==> config.mk <==
export PLATFORM = sky130hd
export DESIGN_NAME = vga_text_vram_sequencer
export DESIGN_NICKNAME = d
export VERILOG_FILES = /design/src/rtl/vga_text_pkg.sv /design/src/rtl/vga_text_vram_sequencer.sv
export SDC_FILE = /design/constraint.sdc
export NUM_CORES = 1
export LEC_CHECK = 0
export ABC_AREA = 1
export CAP_MARGIN = 20
export CORE_ASPECT_RATIO = 0.7
export CORE_MARGIN = 1.5
export CORE_UTILIZATION = 43
export DETAILED_ROUTE_END_ITERATION = 6
export GPL_TIMING_DRIVEN = 0
export PLACE_DENSITY = 0.81
export SETUP_SLACK_MARGIN = 0.5
export SLEW_MARGIN = 20
export SYNTH_ARGS = -nofsm -noshare
export SYNTH_HDL_FRONTEND = slang
export SYNTH_SLANG_ARGS = --single-unit
==> constraint.sdc <==
create_clock -name CLK -period 1.8 [get_ports CLK]
set_input_delay 0.36 -clock CLK [delete_from_list [all_inputs] [get_ports CLK]]
set_output_delay 0.36 -clock CLK [all_outputs]
set_load 0.005 [all_outputs]
==> src/rtl/vga_text_pkg.sv <==
// ============================================================================
// Module : vga_text_pkg
// Brief  : Shared constants and state type for the VGA text VRAM sequencer.
// Rev    : 1.0  initial release
// ============================================================================
`default_nettype none

package vga_text_pkg;

  localparam logic [1:0] OP_FILL   = 2'd0;
  localparam logic [1:0] OP_SCROLL = 2'd1;

  localparam int ROW_WORDS  = 40;
  localparam int ROWS       = 30;
  localparam int VRAM_WORDS = ROW_WORDS * ROWS;

  typedef enum logic [2:0] {
    ST_IDLE   = 3'd0,
    ST_FILL   = 3'd1,
    ST_SC_RD  = 3'd2,
    ST_SC_CAP = 3'd3,
    ST_SC_WR  = 3'd4,
    ST_FIN    = 3'd5
  } seq_state_t;

endpackage

`default_nettype wire

==> src/rtl/vga_text_vram_sequencer.sv <==
// ============================================================================
// Module : vga_text_vram_sequencer
// Brief  : Fill/scroll engine sharing VRAM port A; Avalon always wins the port.
// Rev    : 1.0  initial release
// ============================================================================
`default_nettype none

module vga_text_vram_sequencer #(
  parameter int ROW_WORDS = 40,
  parameter int ROWS      = 30,
  parameter int ADDR_W    = 11
) (
  input  logic              CLK,
  input  logic              RESET,
  input  logic              AVL_CS,
  input  logic              AVL_READ,
  input  logic              AVL_WRITE,
  input  logic [11:0]       AVL_ADDR,
  input  logic [3:0]        AVL_BYTE_EN,
  input  logic [31:0]       AVL_WRITEDATA,
  input  logic              CMD_START,
  input  logic [1:0]        CMD_OP,
  input  logic [31:0]       CMD_FILL_WORD,
  input  logic [31:0]       RAM_Q,
  output logic [ADDR_W-1:0] RAM_ADDR,
  output logic [3:0]        RAM_BYTE_EN,
  output logic [31:0]       RAM_WDATA,
  output logic              RAM_RDEN,
  output logic              RAM_WREN,
  output logic              BUSY,
  output logic              DONE
);

  import vga_text_pkg::*;

  localparam logic [ADDR_W-1:0] c_ROW_OFS     = ADDR_W'(ROW_WORDS);
  localparam logic [ADDR_W-1:0] c_LAST_FILL   = ADDR_W'(ROW_WORDS * ROWS - 1);
  localparam logic [ADDR_W-1:0] c_LAST_SCROLL = ADDR_W'(ROW_WORDS * (ROWS - 1) - 1);
  localparam logic [ADDR_W-1:0] c_ONE         = ADDR_W'(1);

  seq_state_t        r_state;
  seq_state_t        w_state_nxt;
  logic [ADDR_W-1:0] r_idx;
  logic [ADDR_W-1:0] w_idx_nxt;
  logic [31:0]       r_fill;
  logic [31:0]       r_cap;

  logic              w_avl_vram;
  logic              w_port_free;
  logic              w_start_ok;
  logic              w_eng_rd;
  logic              w_eng_wr;
  logic [ADDR_W-1:0] w_eng_addr;
  logic [31:0]       w_eng_data;

  assign w_avl_vram  = AVL_CS & (AVL_READ | AVL_WRITE) & ~AVL_ADDR[11];
  assign w_port_free = ~w_avl_vram;
  assign w_start_ok  = CMD_START & ((CMD_OP == OP_FILL) | (CMD_OP == OP_SCROLL));

  always_ff @(posedge CLK) begin
    if (RESET) begin
      r_state <= ST_IDLE;
      r_idx   <= '0;
      r_fill  <= '0;
      r_cap   <= '0;
    end else begin
      r_state <= w_state_nxt;
      r_idx   <= w_idx_nxt;
      if (r_state == ST_IDLE && w_start_ok) begin
        r_fill <= CMD_FILL_WORD;
      end
      if (r_state == ST_SC_CAP) begin
        r_cap <= RAM_Q;
      end
    end
  end

  // Scroll falls through into FILL so the last row reuses the fill loop.
  always_comb begin
    w_state_nxt = r_state;
    w_idx_nxt   = r_idx;
    w_eng_rd    = 1'b0;
    w_eng_wr    = 1'b0;
    w_eng_addr  = r_idx;
    w_eng_data  = r_fill;
    case (r_state)
      ST_IDLE: begin
        if (w_start_ok) begin
          w_idx_nxt   = '0;
          w_state_nxt = (CMD_OP == OP_FILL) ? ST_FILL : ST_SC_RD;
        end
      end
      ST_FILL: begin
        if (w_port_free) begin
          w_eng_wr  = 1'b1;
          w_idx_nxt = r_idx + c_ONE;
          if (r_idx == c_LAST_FILL) begin
            w_state_nxt = ST_FIN;
          end
        end
      end
      ST_SC_RD: begin
        w_eng_addr = r_idx + c_ROW_OFS;
        if (w_port_free) begin
          w_eng_rd    = 1'b1;
          w_state_nxt = ST_SC_CAP;
        end
      end
      ST_SC_CAP: begin
        w_state_nxt = ST_SC_WR;
      end
      ST_SC_WR: begin
        w_eng_data = r_cap;
        if (w_port_free) begin
          w_eng_wr    = 1'b1;
          w_idx_nxt   = r_idx + c_ONE;
          w_state_nxt = (r_idx == c_LAST_SCROLL) ? ST_FILL : ST_SC_RD;
        end
      end
      ST_FIN: begin
        w_state_nxt = ST_IDLE;
      end
      default: begin
        w_state_nxt = ST_IDLE;
      end
    endcase
  end

  // Engine strobes are masked during reset so an aborted command stops at once.
  always_comb begin
    RAM_ADDR    = w_eng_addr;
    RAM_BYTE_EN = 4'hF;
    RAM_WDATA   = w_eng_data;
    RAM_RDEN    = w_eng_rd & ~RESET;
    RAM_WREN    = w_eng_wr & ~RESET;
    if (w_avl_vram) begin
      RAM_ADDR    = AVL_ADDR[ADDR_W-1:0];
      RAM_BYTE_EN = AVL_BYTE_EN;
      RAM_WDATA   = AVL_WRITEDATA;
      RAM_RDEN    = AVL_READ;
      RAM_WREN    = AVL_WRITE;
    end
  end

  assign DONE = (r_state == ST_FIN);
  assign BUSY = (r_state != ST_IDLE) && (r_state != ST_FIN);

endmodule

`default_nettype wire

==> impl_summary.log <==
[metrics] Cell Area, Synth: roughly 4000 sq um
[metrics] # diodes: 0
[metrics] average cell area after synthesis: approximately 6.4 sq um
[metrics] H-Tree Level Count: 3
[metrics] final wirelength: between 20000 and 25000 microns
[metrics] setup slack of the critical path after layout: -0.378 ns
[metrics] ports placed on the boundary: about 170
[metrics] largest net degree at the start of global routing: 14
[metrics] total via count after detailed routing: 5959
[metrics] number of clock sinks: 78
[metrics] P_leak: about 3.5 nW
[metrics] final number of hold-violating endpoints: 0
[metrics] crit-path max FO: 6
[metrics] final standard cell utilization of the core: 87.6%
[metrics] final weighted congestion in routability-driven placement: around 0.90
[metrics] drt pass-1 iters: 6
[metrics] # nets final: about 1000
[metrics] Critical Setup Path Class: reg2out
[metrics] leading post-synthesis cells by cell area: sky130_fd_sc_hd__dfxtp_1, sky130_fd_sc_hd__nor2_1, sky130_fd_sc_hd__nand2_1, sky130_fd_sc_hd__o21ai_0, sky130_fd_sc_hd__a31oi_1
[metrics] clock root buffer: sky130_fd_sc_hd__clkbuf_16
[metrics] proportion of layout cells with a drive suffix above 1: roughly a third
[metrics] max-cap check violation count: 0
[metrics] Bufs on Longest Clock Path: 2
[metrics] post-placement worst setup slack: -1.07 ns
[metrics] Hold Buf Count CTS: 0
[metrics] Crit. End Element: output port
[metrics] Final min period: approximately 2.2 ns
[metrics] number of synthesized register bits: 78
[metrics] number of placement rows: 29
[metrics] area taken by flip-flops and latches: 1590 sq um
[metrics] floorplan die width: 120 microns
[metrics] antenna violations before repair: 0
[metrics] overall power of the completed layout: between 0.008 and 0.009 W
[metrics] total of endpoints with negative setup slack in the final report: 51
[metrics] GRT Total Usage: about a third
[metrics] total gr overflow: 0
[metrics] setup_tns: -12.52 ns
[metrics] detailed placer's ending HPWL: ~11000 microns
[metrics] most frequent standard cell in the layout excluding fill and tap cells: sky130_fd_sc_hd__nor2_1
[metrics] Reg-to-Reg Start: r_state[0]$_SDFFE_PP0P_
[metrics] count of buffers inserted at the top-level ports: 170
[metrics] first-pass GRT wire length: approximately 28000 microns
[metrics] capturing instance or port of the critical path: RAM_ADDR[4]
[metrics] vias in the first global route: about 5500
[metrics] dominant cell type by area after synthesis: sky130_fd_sc_hd__dfxtp_1
[metrics] Post-Route Skew: between 0.003 and 0.004 ns
[metrics] Critical Path Source: r_state[0]$_SDFFE_PP0P_
[metrics] final max-slew violation count: 0
[metrics] startpoint types: flop
[metrics] worst reg2reg path endpoint: r_idx[7]$_SDFFE_PP0P_
[metrics] distinct cell type count of the synthesized netlist: 28
[metrics] Ys Warns: 0
[metrics] gate count of the mapped netlist: 639
[metrics] layout overhead on the synthesized area: 96.0%
[metrics] share of the cycle needed by the critical path after routing: 121%
[metrics] die outline area: 10100 sq um
[metrics] FF-to-FF path depth: 12
[metrics] sequential-to-total area share from yosys stat: roughly two fifths
[metrics] total nets after synthesis: 762
[metrics] clock buffer count from CTS: 9
[metrics] Worst Tran Pin Value: ~0.63 ns
[metrics] Area after DPL: around 6500 sq um
[metrics] Chip Height: 84.7 microns
[metrics] clock insertion delay at the later pin of the skew report: roughly 0.34 ns
[metrics] TritonCTS clock tree: done
[metrics] register-to-register setup slack: -0.10 ns
[metrics] highest-count cells in the layout ignoring fill and taps: sky130_fd_sc_hd__nor2_1, sky130_fd_sc_hd__clkdlybuf4s50_1, sky130_fd_sc_hd__nand2_1
[metrics] worst endpoint data arrival time: between 1.5 and 2 ns
[metrics] violated checks: setup timing
[metrics] worst hold path class: in2reg
[metrics] critical path required time: roughly 1.4 ns
[metrics] Avg WL per Cell: approximately 21 microns
[metrics] share of the synthesized area in the top cell type: 38.1%
[metrics] run status: complete, but fails checks
[metrics] number of vias per cell after detailed routing: just under 6
[metrics] total of fill cells in the finished design: 433
[metrics] area of the core region: roughly 9000 sq um
[metrics] unrepaired setup endpoints after global routing: yes
[metrics] area of combinational cells with multiple inputs: 3060 sq um
[metrics] effective utilization at floorplan: between 40% and 50%
[metrics] Iter 0 DRT Violations: between 600 and 700
[metrics] relative max-transition margin: between 50 and 60%
[metrics] maximum frequency from static timing analysis: 0.459 GHz
[metrics] post-layout instance area: between 8000 and 9000 sq um
[metrics] DRC violation count after routing: 0
[metrics] clk slew on worst S/H paths: 0.06 ns
[metrics] areal power density over the cells: approximately 1100 nW/um^2
[metrics] worst vdd rail ir drop: about 0.79 mV
[metrics] post-route antenna net violation count: 0
-- how the worst min path moves through the flow --
stage                                        from                       to  slack, ns  cells after the start
after CTS                   r_cap[0]$_SDFFE_PP0P_    r_cap[0]$_SDFFE_PP0P_       0.49                      2
after global routing                        RESET  r_state[1]$_SDFFE_PP0P_       0.39                      2
after detailed placement  r_fill[24]$_SDFFE_PP0P_  r_fill[24]$_SDFFE_PP0P_       0.47                      2
final                                       RESET    r_idx[8]$_SDFFE_PP0P_       0.38                      2
after global placement    r_fill[13]$_SDFFE_PP0P_  r_fill[13]$_SDFFE_PP0P_       0.46                      2
after floorplan                             RESET  r_state[1]$_SDFFE_PP0P_       0.42                      1
-- stage by stage --
step                      instances  hold slack [ns]
after floorplan                 639            0.422
after global placement          933            0.462
after detailed placement        933            0.473
after CTS                       996            0.487
after global routing           1014            0.395
final                          1014            0.384
-- synthesized netlist by cell type (all sizes together) --
| cell type | number |
|---|---|
| inv | 31 |
| nand4 | 2 |
| dfxtp | 78 |
| o21ai | 76 |
| nor3 | 7 |
| nand3b | 1 |
| clkbuf | 19 |
| and3 | 1 |
| a31oi | 34 |
| ha | 3 |
| nand2 | 141 |
| clkinv | 1 |
| nand3 | 13 |
| xor2 | 6 |
| o22ai | 1 |
| buf | 18 |
| or2 | 4 |
| a21oi | 17 |
| nor2 | 186 |
-- what timing repair did --
action / in CTS / in global routing
cloned: 11 / 1
setup endpoints to repair: 129 / 129
buffers inserted: 36 / 17
pin swaps: 35 / 22
resized for setup: 357 / 74
-- state kept, by name, indices dropped and copies added (netlist names) --
| register | count |
|---|---|
| r_cap | 32 |
| r_state | 3 |
| r_fill | 32 |
| r_idx | 11 |
-- power by group --
group | switching (W) | internal (W) | total (W)
Clock | 0.000765 | 0.00154 | 0.00230
Combinational | 0.00225 | 0.00205 | 0.00430
Sequential | 0.000273 | 0.00203 | 0.00230
-- critical path: stages (launching register included) --
cell and delay [ns]:
sky130_fd_sc_hd__dfxtp_4 0.36, sky130_fd_sc_hd__inv_2 0.13, sky130_fd_sc_hd__nand3_4 0.19, sky130_fd_sc_hd__buf_4 0.19, sky130_fd_sc_hd__buf_6 0.12, sky130_fd_sc_hd__inv_8 0.06
sky130_fd_sc_hd__a21oi_2 0.05, sky130_fd_sc_hd__a21oi_1 0.20, sky130_fd_sc_hd__buf_2 0.17
-- kinds of logic after synthesis --
group	Yosys count	share of synthesized area [%]
buffers and inverters	69	7.47
xor gates and xnor gates	6	1.28
adders and majority gates	3	0.915
DFF	78	38.1
and+or+nand+nor	355	35.6
AOI/OAI and AO/OA	128	16.7
-- layout make-up --
cell class	instances	area share, %
Buffer	37	5.63
Clock buffer	11	3.02
Sequential cell	78	19.7
Inverter	32	2.21
Timing Repair Buffer	234	27.8
Multi-Input combinational cell	493	38.1
Clock inverter	5	1.60
Tap cell	124	1.93
-- layer usage --
layer / track usage, % / share of wire [%] / vias up
met5: 0 / 0 / -
met1: 42.4 / 36 / 2698
met2: 59.6 / 46 / 544
li1: - / - / 2561
met4: 16.7 / 6.6 / 0
met3: 7.81 / 11 / 156
Note: power is estimated with default switching activity, not from simulation.
